File: src/rtl/cronometro_ctrl_if.sv
// Button pulses into the stopwatch core and the BCD time/status toward the display stage.
interface cronometro_ctrl_if;
    logic       ApertaStart;
    logic       ApertaZera;
    logic [3:0] CentU;
    logic [3:0] CentD;
    logic [3:0] SegU;
    logic [3:0] SegD;
    logic [3:0] MinU;
    logic [3:0] MinD;
    logic       Rodando;
    logic       Estouro;

    modport master (
        output ApertaStart, ApertaZera,
        input  CentU, CentD, SegU, SegD, MinU, MinD, Rodando, Estouro
    );

    modport slave (
        input  ApertaStart, ApertaZera,
        output CentU, CentD, SegU, SegD, MinU, MinD, Rodando, Estouro
    );
endinterface

File: src/rtl/cronometro_ctrl.sv
// Stopwatch core: start/pause/clear FSM, centisecond prescaler and MM:SS.CC BCD counter.
module cronometro_ctrl #(
    parameter int unsigned DIV = 500000
) (
    input  logic               CLK,
    input  logic               RST,
    cronometro_ctrl_if.slave   bus
);
    localparam int unsigned PW    = 20;
    localparam int unsigned ND    = 6;
    localparam logic [PW-1:0] PMAX = PW'(DIV - 1);
    // Per-digit maximum, index 0 = CentU ... index 5 = MinD
    localparam logic [ND-1:0][3:0] DMAX = 24'h595999;

    typedef enum logic [2:0] {
        ZERADO  = 3'b001,
        RODANDO = 3'b010,
        PAUSADO = 3'b100
    } state_e;

    state_e                state_q, state_d;
    logic [PW-1:0]         presc_q, presc_d;
    logic [ND-1:0][3:0]    dig_q, dig_d, dig_inc;
    logic                  rodando_q, rodando_d;
    logic                  estouro_q, estouro_d;
    logic                  start_ev, zera_ev, tick, wrap;

    assign start_ev = ~bus.ApertaStart;
    assign zera_ev  = ~bus.ApertaZera;
    assign tick     = (state_q == RODANDO) && (presc_q == PMAX);

    // Ripple-carry BCD increment; carry out of MinD marks the 59:59.99 wrap
    always_comb begin : inc_chain
        logic carry;
        dig_inc = dig_q;
        carry   = tick;
        for (int i = 0; i < ND; i++) begin
            if (carry) begin
                if (dig_q[i] >= DMAX[i]) begin
                    dig_inc[i] = 4'd0;
                end else begin
                    dig_inc[i] = dig_q[i] + 4'd1;
                    carry      = 1'b0;
                end
            end
        end
        wrap = carry;
    end

    always_comb begin
        state_d   = state_q;
        presc_d   = presc_q;
        dig_d     = dig_q;
        estouro_d = 1'b0;
        case (state_q)
            ZERADO: begin
                if (start_ev) state_d = RODANDO;
            end
            RODANDO: begin
                if (tick) begin
                    presc_d   = '0;
                    dig_d     = dig_inc;
                    estouro_d = wrap;
                end else begin
                    presc_d = presc_q + PW'(1);
                end
                if (start_ev) state_d = PAUSADO;
            end
            PAUSADO: begin
                // Clear has priority over resume when both buttons land together
                if (zera_ev) begin
                    state_d = ZERADO;
                    presc_d = '0;
                    dig_d   = '0;
                end else if (start_ev) begin
                    state_d = RODANDO;
                end
            end
            default: begin
                state_d = ZERADO;
                presc_d = '0;
                dig_d   = '0;
            end
        endcase
        rodando_d = (state_d == RODANDO);
    end

    always_ff @(posedge CLK or posedge RST) begin
        if (RST) begin
            state_q   <= ZERADO;
            presc_q   <= '0;
            dig_q     <= '0;
            rodando_q <= 1'b0;
            estouro_q <= 1'b0;
        end else begin
            state_q   <= state_d;
            presc_q   <= presc_d;
            dig_q     <= dig_d;
            rodando_q <= rodando_d;
            estouro_q <= estouro_d;
        end
    end

    assign bus.CentU   = dig_q[0];
    assign bus.CentD   = dig_q[1];
    assign bus.SegU    = dig_q[2];
    assign bus.SegD    = dig_q[3];
    assign bus.MinU    = dig_q[4];
    assign bus.MinD    = dig_q[5];
    assign bus.Rodando = rodando_q;
    assign bus.Estouro = estouro_q;
endmodule
File: src/flat_wrapper.sv
// flat-port wrapper written by rule: the top's interface ports become plain ports
module cronometro_ctrl_flat 
#(
    parameter int unsigned DIV = 500000
)
  (CLK, RST, bus_ApertaStart, bus_ApertaZera, bus_CentU, bus_CentD, bus_SegU, bus_SegD, bus_MinU, bus_MinD, bus_Rodando, bus_Estouro);
  cronometro_ctrl_if bus_i ();
  input  logic CLK;
  input  logic RST;
  input wire logic [$bits(bus_i.ApertaStart)-1:0] bus_ApertaStart;
  input wire logic [$bits(bus_i.ApertaZera)-1:0] bus_ApertaZera;
  output wire logic [$bits(bus_i.CentU)-1:0] bus_CentU;
  output wire logic [$bits(bus_i.CentD)-1:0] bus_CentD;
  output wire logic [$bits(bus_i.SegU)-1:0] bus_SegU;
  output wire logic [$bits(bus_i.SegD)-1:0] bus_SegD;
  output wire logic [$bits(bus_i.MinU)-1:0] bus_MinU;
  output wire logic [$bits(bus_i.MinD)-1:0] bus_MinD;
  output wire logic [$bits(bus_i.Rodando)-1:0] bus_Rodando;
  output wire logic [$bits(bus_i.Estouro)-1:0] bus_Estouro;
  assign bus_i.ApertaStart = bus_ApertaStart;
  assign bus_i.ApertaZera = bus_ApertaZera;
  assign bus_CentU = bus_i.CentU;
  assign bus_CentD = bus_i.CentD;
  assign bus_SegU = bus_i.SegU;
  assign bus_SegD = bus_i.SegD;
  assign bus_MinU = bus_i.MinU;
  assign bus_MinD = bus_i.MinD;
  assign bus_Rodando = bus_i.Rodando;
  assign bus_Estouro = bus_i.Estouro;
  cronometro_ctrl #(.DIV(DIV)) u_core (.CLK(CLK), .RST(RST), .bus(bus_i));
endmodule
File: config.mk
export PLATFORM = sky130hd
export DESIGN_NAME = cronometro_ctrl_flat
export DESIGN_NICKNAME = d
export VERILOG_FILES = /design/src/rtl/cronometro_ctrl_if.sv /design/src/rtl/cronometro_ctrl.sv /design/src/flat_wrapper.sv
export SDC_FILE = /design/constraint.sdc
export NUM_CORES = 1
export LEC_CHECK = 0
export ABC_AREA = 1
export CAP_MARGIN = 20
export CORE_ASPECT_RATIO = 0.9
export CORE_MARGIN = 2
export CORE_UTILIZATION = 55
export DETAILED_ROUTE_END_ITERATION = 10
export PLACE_DENSITY = 0.77
export SYNTH_ARGS = -nofsm -noshare
export SYNTH_HDL_FRONTEND = slang
export SYNTH_SLANG_ARGS = --single-unit
File: constraint.sdc
create_clock -name CLK -period 2.4 [get_ports CLK]
set_input_delay 0.36 -clock CLK [delete_from_list [all_inputs] [get_ports CLK]]
set_output_delay 0.36 -clock CLK [all_outputs]
set_load 0.02 [all_outputs]
==> key figures, run 1 <==
Status
  • Status: finished, final reports clean

Clock network
  • CTS sink count: 49
  • Number of setup buffers added after CTS: 0
  • Hold buffer count at CTS: 0
  • Clock transition at the registers of the reported paths: approximately 0.090 ns
  • Post-CTS sizing: 0
  • Root Driver: clkbuf_8
  • CTS tree: yes
  • H-tree levels: 2
  • Max Root-Sink Buffers: 2
  • Skew-Pair Late Insertion Delay: 0.31 ns
  • Num CTS Buffers: 5

Yosys
  • Synth Area in Compound Gates: just over 7%
  • FFs w/ async S/R, synth: 100%
  • Sequential element share of the synthesized area: 39.6%
  • Synth top area cells: dfrtp_1, nand2_1, ha_1, nor2_1, inv_1
  • Avg Cell Area, Syn: 7.89 um^2
  • Primary FF master, synth: dfrtp_1
  • Post-synthesis xor/xnor area fraction: 3.39%
  • Seq cells post-synth: 49
  • Count leader, synth: nand2_1
  • Post-synth net total: 416
  • Biggest area consumer among synthesized cells: dfrtp_1
  • Adder-cell share of the synthesized area: 7.67%
  • Post-synth EDFFs: 0
  • Largest family of logic cells by synthesized area: simple AND/OR/NAND/NOR gates
  • Post-synth top area share: 38.7%
  • Simple-gate share of the synthesized area: 35.1%
  • Mux cell area share after synthesis: 0%
  • Synth top cells by count: nand2_1, dfrtp_1, nor2_1
  • Post-Synthesis Cells: 393
  • Mapped cell area: 3100 um^2
  • Yosys warning count: 0
  • Unique masters post-synth: 36

Placed design
  • HPWL after DPL: between 4000 and 5000 um
  • Port bufs: 29
  • Gpl congestion: 0.855

Timing
  • Fin Setup TNS: 0 ns
  • Layout Skew: 0.00898 ns
  • Min Hold Slack: 0.409 ns
  • Setup-failing EPs final: 0
  • Fin. Hold Viols: 0
  • Final Max Tran Viols: 0
  • Final Cycle Share: 79.0%
  • Fin crit period: 1.90 ns
  • Slew @ Worst Pin: 0.536 ns
  • Relative slew slack: 64.2%
  • RSZ-0062 raised after global routing: false
  • F_max: 528 MHz

Die
  • Die extent in x: 83.1 um
  • Core area: roughly 5300 um^2
  • Initial core utilization: 58.0%
  • I/O Pins: 30
  • Core Rows: 25
  • Die H: 75.2 um
  • Die Area: around 6300 um^2

Detailed routing
  • Wire per inst: between 10 and 15 um
  • Total number of vias: ~2600
  • # DRC: 0
  • WL final: 6250 um
  • Starting DRC count in detailed routing: 217
  • DRT Pass-1 Iters: 4
  • Via density per instance: approximately 5.2
  • Detail Route Antenna Nets: 0

GRT
  • Vias in the first global route: 2386
  • Pin count of the biggest net entering global routing: 27
  • Total grt overflow: 0
  • Global-route wire length before repair: approximately 11000 um
  • GRT Overall Usage: 21.8%
  • Initial antenna violation count: 0

Critical path
  • R2R setup slack: roughly 0.50 ns
  • Reg2Reg Depth: 10
  • Reg-to-Reg Start: u_core.presc_q[0]$_DFFE_PP0P_
  • Crit path from: u_core.presc_q[0]$_DFFE_PP0P_
  • Startpoint type of the worst setup path: flip-flop
  • CP endpoint kind: flip-flop
  • Crit path kind: reg -> reg
  • Reg-to-Reg End: u_core.bus.CentD[1]$_DFFE_PP0P_
  • Worst Path Arrival: 2.10 ns
  • CP required: 2.61 ns
  • Worst-path maximum fanout: 16

Power
  • P_leak: 1.61 nW
  • Pwr dens: 781 nW/um^2
  • Tot Pwr: about 0.0028 W
  • Worst VDD drop: around 0.49 mV

Layout
  • Layout cells sized above 1: 12.8%
  • Area Overhead vs Synth: 14.9%
  • Nets: 453
  • Ant. Diodes: 0

Run
  • Max-cap violations: 0

Min path
  • Worst Hold Class: in -> async
==> per-layer routing <==
| layer | routed length [um] | GRT usage [%] | vias to the layer above |
|---|---|---|---|
| met3 | 249 | 5.26 | 5 |
| met5 | 0 | 0 | - |
| met2 | 2850 | 35.1 | 45 |
| met4 | 46 | 5.10 | 0 |
| li1 | - | - | 1335 |
| met1 | 3100 | 30.4 | 1191 |
==> cell type report <==
cell class                      instances  area (um^2)
Inverter                               48          180
Tap cell                               67         83.8
Clock buffer                            5         68.8
Fill cell                             454         1790
Timing Repair Buffer                   35          335
Clock inverter                          3         17.5
Multi-Input combinational cell        291         1650
Sequential cell                        49         1230
==> placed cells by master (no fill, tap or decap), drive strengths merged, types with 6 or more instances in the layout <==
cell | synthesis | layout
inv | 48 | 48
a21oi | 8 | 8
buf | 4 | 6
clkdlybuf4s50 | 0 | 29
nand3 | 33 | 33
nand2 | 104 | 104
ha | 19 | 19
nor3 | 13 | 13
nor2 | 56 | 56
xor2 | 10 | 10
o21ai | 21 | 21
dfrtp | 48 | 48
nand4 | 12 | 12
==> worst max-delay path: stages, from the launching register on <==
cell     delay, ns
dfrtp_1       0.45
ha_1          0.23
nand3_2       0.13
inv_2         0.09
nand3_1       0.12
nor2_4        0.16
nor2_4        0.07
nor2_8        0.23
nand2_4       0.14
nand2_1       0.11
o21ai_2       0.06
==> stage by stage <==
stage	setup slack, ns	util, %	std cells	cell area [um^2]
global placement	0.565	65.0	490	3480
finish	0.505	66.6	498	3560
floorplan	0.655	-	393	3100
global route	0.351	66.6	498	3560
detailed placement	0.514	65.0	490	3480
CTS	0.493	66.6	498	3560
==> cells by family (layout without fill, tap and decap cells) <==
group | Yosys count | count (layout)
AOI/OAI and AO/OA | 35 | 35
xor gates and xnor gates | 12 | 12
adders and majority gates | 19 | 19
buffers and inverters | 53 | 91
DFF | 49 | 49
and+or+nand+nor | 225 | 225
==> flip-flops by register name, summed over array words and instances (netlist names) <==
register	cells
u_core.bus.MinD	4
u_core.bus.Estouro	1
u_core.bus.CentU	4
u_core.state_q	3
u_core.bus.Rodando	1
u_core.bus.MinU	4
u_core.bus.SegU	4
u_core.presc_q	20
u_core.bus.SegD	4
u_core.bus.CentD	4
==> power breakdown <==
group	internal (W)	switching, W	total (W)
Sequential	0.000922	0.000116	0.00104
Clock	0.000202	0.000281	0.000483
Combinational	0.000414	0.000847	0.00126
==> how the worst max path moves through the flow <==
stage	to	slack (ns)	cells after the start
3_5_place_dp	u_core.bus.CentD[1]$_DFFE_PP0P_	0.51	10
3_3_place_gp	u_core.presc_q[16]$_DFFE_PP0P_	0.57	10
4_1_cts	u_core.bus.CentD[1]$_DFFE_PP0P_	0.49	10
5_1_grt	u_core.bus.CentD[1]$_DFFE_PP0P_	0.35	10
6_report	u_core.bus.CentD[1]$_DFFE_PP0P_	0.50	10
2_1_floorplan	u_core.bus.MinU[0]$_DFFE_PP0P_	0.65	10
Note: power is estimated with default switching activity, not from simulation.
==> run 2: changes to the inputs <==
--- a/config.mk
+++ b/config.mk
@@ -9,7 +9,7 @@
 export CAP_MARGIN = 20
 export CORE_ASPECT_RATIO = 0.9
 export CORE_MARGIN = 2
-export CORE_UTILIZATION = 55
+export CORE_UTILIZATION = 52
 export DETAILED_ROUTE_END_ITERATION = 10
 export PLACE_DENSITY = 0.77
 export SYNTH_ARGS = -nofsm -noshare
==> constraint.sdc (replaced) <==
create_clock -name CLK -period 1.6 [get_ports CLK]
set_input_delay 0.24 -clock CLK [delete_from_list [all_inputs] [get_ports CLK]]
set_output_delay 0.24 -clock CLK [all_outputs]
set_load 0.02 [all_outputs]
==> key figures, run 2 (synthesis gave the netlist of run 1 again) <==
Status
  • Status: complete, but fails checks (was finished, final reports clean)
  • Failing checks: negative setup slack

Placed design
  • Gpl congestion: 0.877 (was 0.855)
  • HPWL after DPL: 5170 um (was 4760 um)
  • Placed insts: 540 (was 490)
  • Setup slack at placement: -0.0397 ns (was 0.514 ns)
  • Port bufs: 29 (unchanged)

Timing
  • Fin Setup TNS: -1.98 ns (was 0 ns)
  • Setup-failing EPs final: 35 (was 0)
  • RSZ-0062 raised after global routing: true (was false)
  • Fin. Hold Viols: 0 (unchanged)
  • F_max: 586 MHz (was 528 MHz)
  • Slew @ Worst Pin: 0.393 ns (was 0.536 ns)
  • Fin crit period: 1.71 ns (was 1.90 ns)
  • Layout Skew: 0.0111 ns (was 0.00898 ns)
  • Final Max Tran Viols: 0 (unchanged)
  • Relative slew slack: 73.6% (was 64.2%)
  • Worst setup margin: -0.106 ns (was 0.505 ns)
  • Final Cycle Share: 107% (was 79.0%)

Clock network
  • H-tree levels: 2 (unchanged)
  • Max Root-Sink Buffers: 2 (unchanged)
  • CTS tree: yes (unchanged)
  • Root Driver: clkbuf_8 (unchanged)
  • CTS sink count: 49 (unchanged)
  • Skew-Pair Late Insertion Delay: 0.31 ns (about the same)
  • Num CTS Buffers: 5 (unchanged)
  • Hold buffer count at CTS: 0 (unchanged)
  • Clock transition at the registers of the reported paths: 0.10 ns (was 0.09 ns)

Power
  • Clock Power Share: 15.1% (was 17.4%)
  • Tot Pwr: 0.00525 W (was 0.00278 W)
  • Fraction of power consumed by combinational cells: 55.9% (was 45.3%)
  • Worst VDD drop: 1.17 mV (was 0.491 mV)
  • Flop pwr share: 29.0% (was 37.3%)
  • P_int: 0.00290 W (was 0.00154 W)
  • Sw Ratio: 44.8% (was 44.7%)
  • P_leak: 2.14 nW (was 1.61 nW)
  • Pwr dens: 1200 nW/um^2 (was 781 nW/um^2)
  • NetSw: 0.00235 W (was 0.00124 W)

Critical path
  • Reg-to-Reg End: u_core.bus.CentU[1]$_DFFE_PP0P_ (was u_core.bus.CentD[1]$_DFFE_PP0P_)
  • Startpoint type of the worst setup path: flip-flop (unchanged)
  • Worst-path maximum fanout: 6 (was 16)
  • Worst Path Arrival: 1.94 ns (was 2.10 ns)
  • Crit path kind: reg -> reg (unchanged)
  • Reg-to-Reg Start: u_core.presc_q[1]$_DFFE_PP0P_ (was u_core.presc_q[0]$_DFFE_PP0P_)
  • R2R setup slack: -0.11 ns (was 0.50 ns)
  • CP endpoint kind: flip-flop (unchanged)
  • CP required: 1.84 ns (was 2.61 ns)
  • Crit path from: u_core.presc_q[1]$_DFFE_PP0P_ (was u_core.presc_q[0]$_DFFE_PP0P_)
  • Reg2Reg Depth: 10 (unchanged)

Layout
  • Most flops, register: u_core.presc_q (unchanged)
  • Finished Layout Cells: 560 (was 498)
  • Layout fillers: 387 (was 454)
  • Max FFs per register: 20 (unchanged)
  • Layout cells sized above 1: 35.7% (was 12.8%)
  • Commonest cells after routing, fill and taps aside: nand2_1, buf_4, dfrtp_1 (was nand2_1, dfrtp_1, nor2_1)
  • Area Overhead vs Synth: 40.8% (was 14.9%)
  • Nets: 512 (was 453)
  • Commonest non-fill, non-tap cell in the layout: nand2_1 (unchanged)
  • Ant. Diodes: 0 (unchanged)
  • Util after Layout: 76.2% (was 66.6%)

Die
  • Core Rows: 26 (was 25)
  • Die H: 77.3 um (was 75.2 um)
  • Initial core utilization: 54.2% (was 58.0%)
  • Die Area: 6600 um^2 (was 6250 um^2)
  • Core area: 5730 um^2 (was 5350 um^2)
  • I/O Pins: 30 (unchanged)
  • Die extent in x: 85.4 um (was 83.1 um)

Detailed routing
  • Wire per inst: 13.7 um (was 12.6 um)
  • Via density per instance: 5.25 (was 5.17)
  • Total number of vias: 2940 (was 2576)
  • WL final: 7650 um (was 6250 um)
  • Detail Route Antenna Nets: 0 (unchanged)
  • DRT Pass-1 Iters: 4 (unchanged)
  • Starting DRC count in detailed routing: 117 (was 217)
  • # DRC: 0 (unchanged)

GRT
  • GRT Overall Usage: 22.9% (was 21.8%)
  • Total grt overflow: 0 (unchanged)
  • Global-route wire length before repair: 12300 um (was 10900 um)
  • Initial antenna violation count: 0 (unchanged)
  • Vias in the first global route: 2784 (was 2386)
  • Pin count of the biggest net entering global routing: 33 (was 27)

Run
  • Max-cap violations: 0 (unchanged)

Min path
  • Worst Hold Class: in -> async (unchanged)
## run 2: timing repair
| action | 4_1_cts | 5_1_grt |
|---|---|---|
| pin swaps | 11 | 22 |
| gates cloned | 0 | 0 |
| setup endpoints to repair | 34 | 45 |
| resized for setup | 31 | 60 |
| buffers inserted | 8 | 5 |
## run 2: layer usage
| layer | part of all wire [%] | GRT usage (%) | wire (um) | vias to the layer above |
|---|---|---|---|---|
| met5 | 0 | 0 | 0 | - |
| met4 | 1.9 | 6.35 | 143 | 0 |
| met3 | 3.5 | 3.44 | 269 | 14 |
| met2 | 51 | 38.6 | 3910 | 66 |
| met1 | 43 | 30.5 | 3330 | 1401 |
| li1 | - | - | - | 1459 |
## run 2: metrics by stage
stage | area [um^2] | hold WS (ns)
2_1_floorplan | 3150 | 0.385
4_1_cts | 4100 | 0.258
5_1_grt | 4360 | 0.285
6_report | 4360 | 0.252
3_5_place_dp | 3930 | 0.517
3_3_place_gp | 3930 | 0.491
## run 2: worst max-delay path by stage
stage / slack [ns] / depth (start not counted) / endpoint
floorplan: 0.007 / 8 / u_core.bus.MinU[3]$_DFFE_PP0P_
global placement: -0.02 / 10 / u_core.presc_q[15]$_DFFE_PP0P_
detailed placement: -0.04 / 10 / u_core.bus.MinD[3]$_DFFE_PP0P_
CTS: -0.02 / 11 / u_core.bus.MinD[2]$_DFFE_PP0P_
global route: -0.20 / 10 / u_core.bus.CentU[1]$_DFFE_PP0P_
finish: -0.11 / 10 / u_core.bus.CentU[1]$_DFFE_PP0P_
## run 2: worst max-delay path, stage by stage (launching register included)
cell     delay (ns)
dfrtp_1        0.37
ha_2           0.20
nand3_2        0.11
inv_2          0.09
nand3_2        0.09
nor2_4         0.19
nor2_4         0.09
nor2_8         0.19
buf_6          0.16
nand3_2        0.05
o21ai_1        0.08
## run 2: layout make-up
cell class | count | area (um^2) | area share (%)
inverter | 48 | 188 | 4.30
sequential | 49 | 1240 | 28.3
multi-input combinational | 291 | 1930 | 44.2
tap | 70 | 87.6 | 2.01
clock inverter | 2 | 13.8 | 0.315
timing repair buffer | 94 | 826 | 18.9
clock buffer | 6 | 82.6 | 1.89
## run 2: power groups by stage
stage | Combinational, W | Clock [W] | Sequential, W
detailed placement | 0.00240 | 0 | 0.00154
floorplan | 0.00143 | 0 | 0.00166
CTS | 0.00254 | 0.000808 | 0.00151
global placement | 0.00233 | 0 | 0.00153
global route | 0.00319 | 0.000860 | 0.00154
finish | 0.00293 | 0.000795 | 0.00152
==> run 3: changes to the inputs <==
--- a/config.mk
+++ b/config.mk
@@ -9,9 +9,8 @@
 export CAP_MARGIN = 20
 export CORE_ASPECT_RATIO = 0.9
 export CORE_MARGIN = 2
-export CORE_UTILIZATION = 52
+export CORE_UTILIZATION = 25
 export DETAILED_ROUTE_END_ITERATION = 10
-export PLACE_DENSITY = 0.77
 export SYNTH_ARGS = -nofsm -noshare
 export SYNTH_HDL_FRONTEND = slang
 export SYNTH_SLANG_ARGS = --single-unit
==> key figures, run 3 (synthesis gave the netlist of run 1 again) <==
Power
  • P_int: 0.00314 W (was 0.00290 W)
  • Fraction of power consumed by combinational cells: 52.7% (was 55.9%)
  • Clock Power Share: 19.0% (was 15.1%)
  • P_leak: 2.14 nW (about the same)
  • Sw Ratio: 41.8% (was 44.8%)
  • Tot Pwr: 0.00539 W (was 0.00525 W)
  • Worst VDD drop: 0.544 mV (was 1.17 mV)
  • NetSw: 0.00226 W (was 0.00235 W)
  • Pwr dens: 1220 nW/um^2 (was 1200 nW/um^2)
  • Flop pwr share: 28.2% (was 29.0%)

GRT
  • Global-route wire length before repair: 12800 um (was 12300 um)
  • GRT Overall Usage: 11.9% (was 22.9%)
  • Total grt overflow: 0 (unchanged)
  • Initial antenna violation count: 0 (unchanged)
  • Vias in the first global route: 2877 (was 2784)
  • Pin count of the biggest net entering global routing: 23 (was 33)

Die
  • Initial core utilization: 25.7% (was 54.2%)
  • Die H: 110 um (was 77.3 um)
  • Die extent in x: 121 um (was 85.4 um)
  • Die Area: 13300 um^2 (was 6600 um^2)
  • Core Rows: 38 (was 26)
  • Core area: 12100 um^2 (was 5730 um^2)
  • I/O Pins: 30 (unchanged)

Status
  • Failing checks: negative setup slack (unchanged)
  • Status: complete, but fails checks (unchanged)

Timing
  • Layout Skew: 0.00732 ns (was 0.0111 ns)
  • Slew @ Worst Pin: 0.305 ns (was 0.393 ns)
  • Worst setup margin: -0.0114 ns (was -0.106 ns)
  • Fin crit period: 1.61 ns (was 1.71 ns)
  • Setup-failing EPs final: 4 (was 35)
  • Relative slew slack: 79.5% (was 73.6%)
  • F_max: 621 MHz (was 586 MHz)
  • Fin. Hold Viols: 0 (unchanged)
  • Final Max Tran Viols: 0 (unchanged)
  • Final Cycle Share: 101% (was 107%)
  • RSZ-0062 raised after global routing: true (unchanged)

Clock network
  • Num CTS Buffers: 5 (unchanged)
  • Root Driver: clkbuf_16 (was clkbuf_8)
  • CTS tree: yes (unchanged)
  • H-tree levels: 2 (unchanged)
  • Max Root-Sink Buffers: 2 (unchanged)
  • CTS sink count: 49 (unchanged)
  • Hold buffer count at CTS: 0 (unchanged)
  • Clock transition at the registers of the reported paths: 0.06 ns (was 0.10 ns)
  • Skew-Pair Late Insertion Delay: 0.29 ns (was 0.31 ns)

Critical path
  • Worst-path maximum fanout: 8 (was 6)
  • CP required: 1.78 ns (was 1.84 ns)
  • Crit path kind: reg -> reg (unchanged)
  • CP endpoint kind: flip-flop (unchanged)
  • Startpoint type of the worst setup path: flip-flop (unchanged)
  • Worst Path Arrival: 1.79 ns (was 1.94 ns)

Layout
  • Layout fillers: 1285 (was 387)
  • Commonest non-fill, non-tap cell in the layout: nand2_1 (unchanged)
  • Storage cell area: 1230 um^2 (was 1240 um^2)
  • Nets: 512 (unchanged)
  • Util after Layout: 36.5% (was 76.2%)
  • Most flops, register: u_core.presc_q (unchanged)
  • Ant. Diodes: 0 (unchanged)
  • Area Overhead vs Synth: 42.3% (was 40.8%)
  • Layout cells sized above 1: 32.7% (was 35.7%)
  • Max FFs per register: 20 (unchanged)
  • Commonest cells after routing, fill and taps aside: nand2_1, buf_4, dfrtp_1 (unchanged)
  • Multi-input logic area: 1840 um^2 (was 1930 um^2)

Placed design
  • Gpl congestion: 0.848 (was 0.877)
  • Setup slack at placement: -0.0752 ns (was -0.0397 ns)
  • HPWL after DPL: 5570 um (was 5170 um)
  • Port bufs: 29 (unchanged)

Detailed routing
  • Wire per inst: 11.3 um (was 13.7 um)
  • Starting DRC count in detailed routing: 124 (was 117)
  • Via density per instance: 4.39 (was 5.25)
  • # DRC: 0 (unchanged)
  • Total number of vias: 2854 (was 2940)
  • Detail Route Antenna Nets: 0 (unchanged)
  • WL final: 7380 um (was 7650 um)
  • DRT Pass-1 Iters: 4 (unchanged)

Min path
  • Worst Hold Class: in -> async (unchanged)

Run
  • Max-cap violations: 0 (unchanged)
==> run 3: cell type report <==
class | instances | area share [%]
clock buffers | 6 | 2.92
inverters | 48 | 4.25
repair buffers | 94 | 18.3
clock inverters | 2 | 0.227
multi-input cells | 291 | 41.7
flip-flops and latches | 49 | 28.0
well taps | 160 | 4.54
==> run 3: worst paths after layout <==
check / startpoint / depth (start not counted) / slack (ns) / endpoint
worst min register to register: u_core.bus.MinD[3]$_DFFE_PP0P_ / 2 / 0.51 / u_core.bus.MinD[3]$_DFFE_PP0P_
worst max register to register: u_core.bus.SegD[0]$_DFFE_PP0P_ / 10 / -0.01 / u_core.bus.MinU[0]$_DFFE_PP0P_
max in group asynchronous: RST / 3 / 0.98 / u_core.bus.SegU[3]$_DFFE_PP0P_
worst min-delay path: RST / 2 / 0.21 / u_core.bus.CentD[3]$_DFFE_PP0P_
worst max-delay path: u_core.bus.SegD[0]$_DFFE_PP0P_ / 10 / -0.01 / u_core.bus.MinU[0]$_DFFE_PP0P_
min in group CLK: u_core.bus.MinD[3]$_DFFE_PP0P_ / 2 / 0.51 / u_core.bus.MinD[3]$_DFFE_PP0P_
==> run 3: stage by stage <==
stage	setup TNS (ns)	std cells	hold slack [ns]	cell area [um^2]
6_report	-0.0240	650	0.208	4410
5_1_grt	-2.80	650	0.261	4410
4_1_cts	-0.0823	644	0.212	4240
3_5_place_dp	-1.07	631	0.502	4040
3_3_place_gp	-0.529	631	0.500	4040
2_1_floorplan	0	393	0.385	3150
==> run 3: critical path, stage by stage (launching register included) <==
cell and delay (ns):
dfrtp_2 0.41, inv_2 0.07, ha_4 0.16, a21boi_4 0.17, nor2_2 0.06, nor2_2 0.14, nand3_2 0.13, nand2_4 0.16
nand2_8 0.10, nand2_2 0.07, o21ai_2 0.04
==> run 3: layer usage <==
metal	part of all wire, %	up-vias	track usage, %
met4	0.72	0	2.71
li1	-	1454	-
met5	0	-	0
met3	3.1	5	2.70
met1	49	1358	15.5
met2	48	37	20.1
==> run 3: what timing repair did <==
item / 4_1_cts / 5_1_grt
resized for setup: 36 / 33
setup buffers: 5 / 6
endpoints found under the setup margin: 48 / 44
pin swaps: 9 / 15
==> run 3: power groups by stage <==
stage / clock network [W] / registers (W) / logic [W]
2_1_floorplan: 0 / 0.00166 / 0.00143
3_3_place_gp: 0 / 0.00154 / 0.00239
3_5_place_dp: 0 / 0.00155 / 0.00245
4_1_cts: 0.00107 / 0.00152 / 0.00257
5_1_grt: 0.00112 / 0.00155 / 0.00311
6_report: 0.00103 / 0.00152 / 0.00284
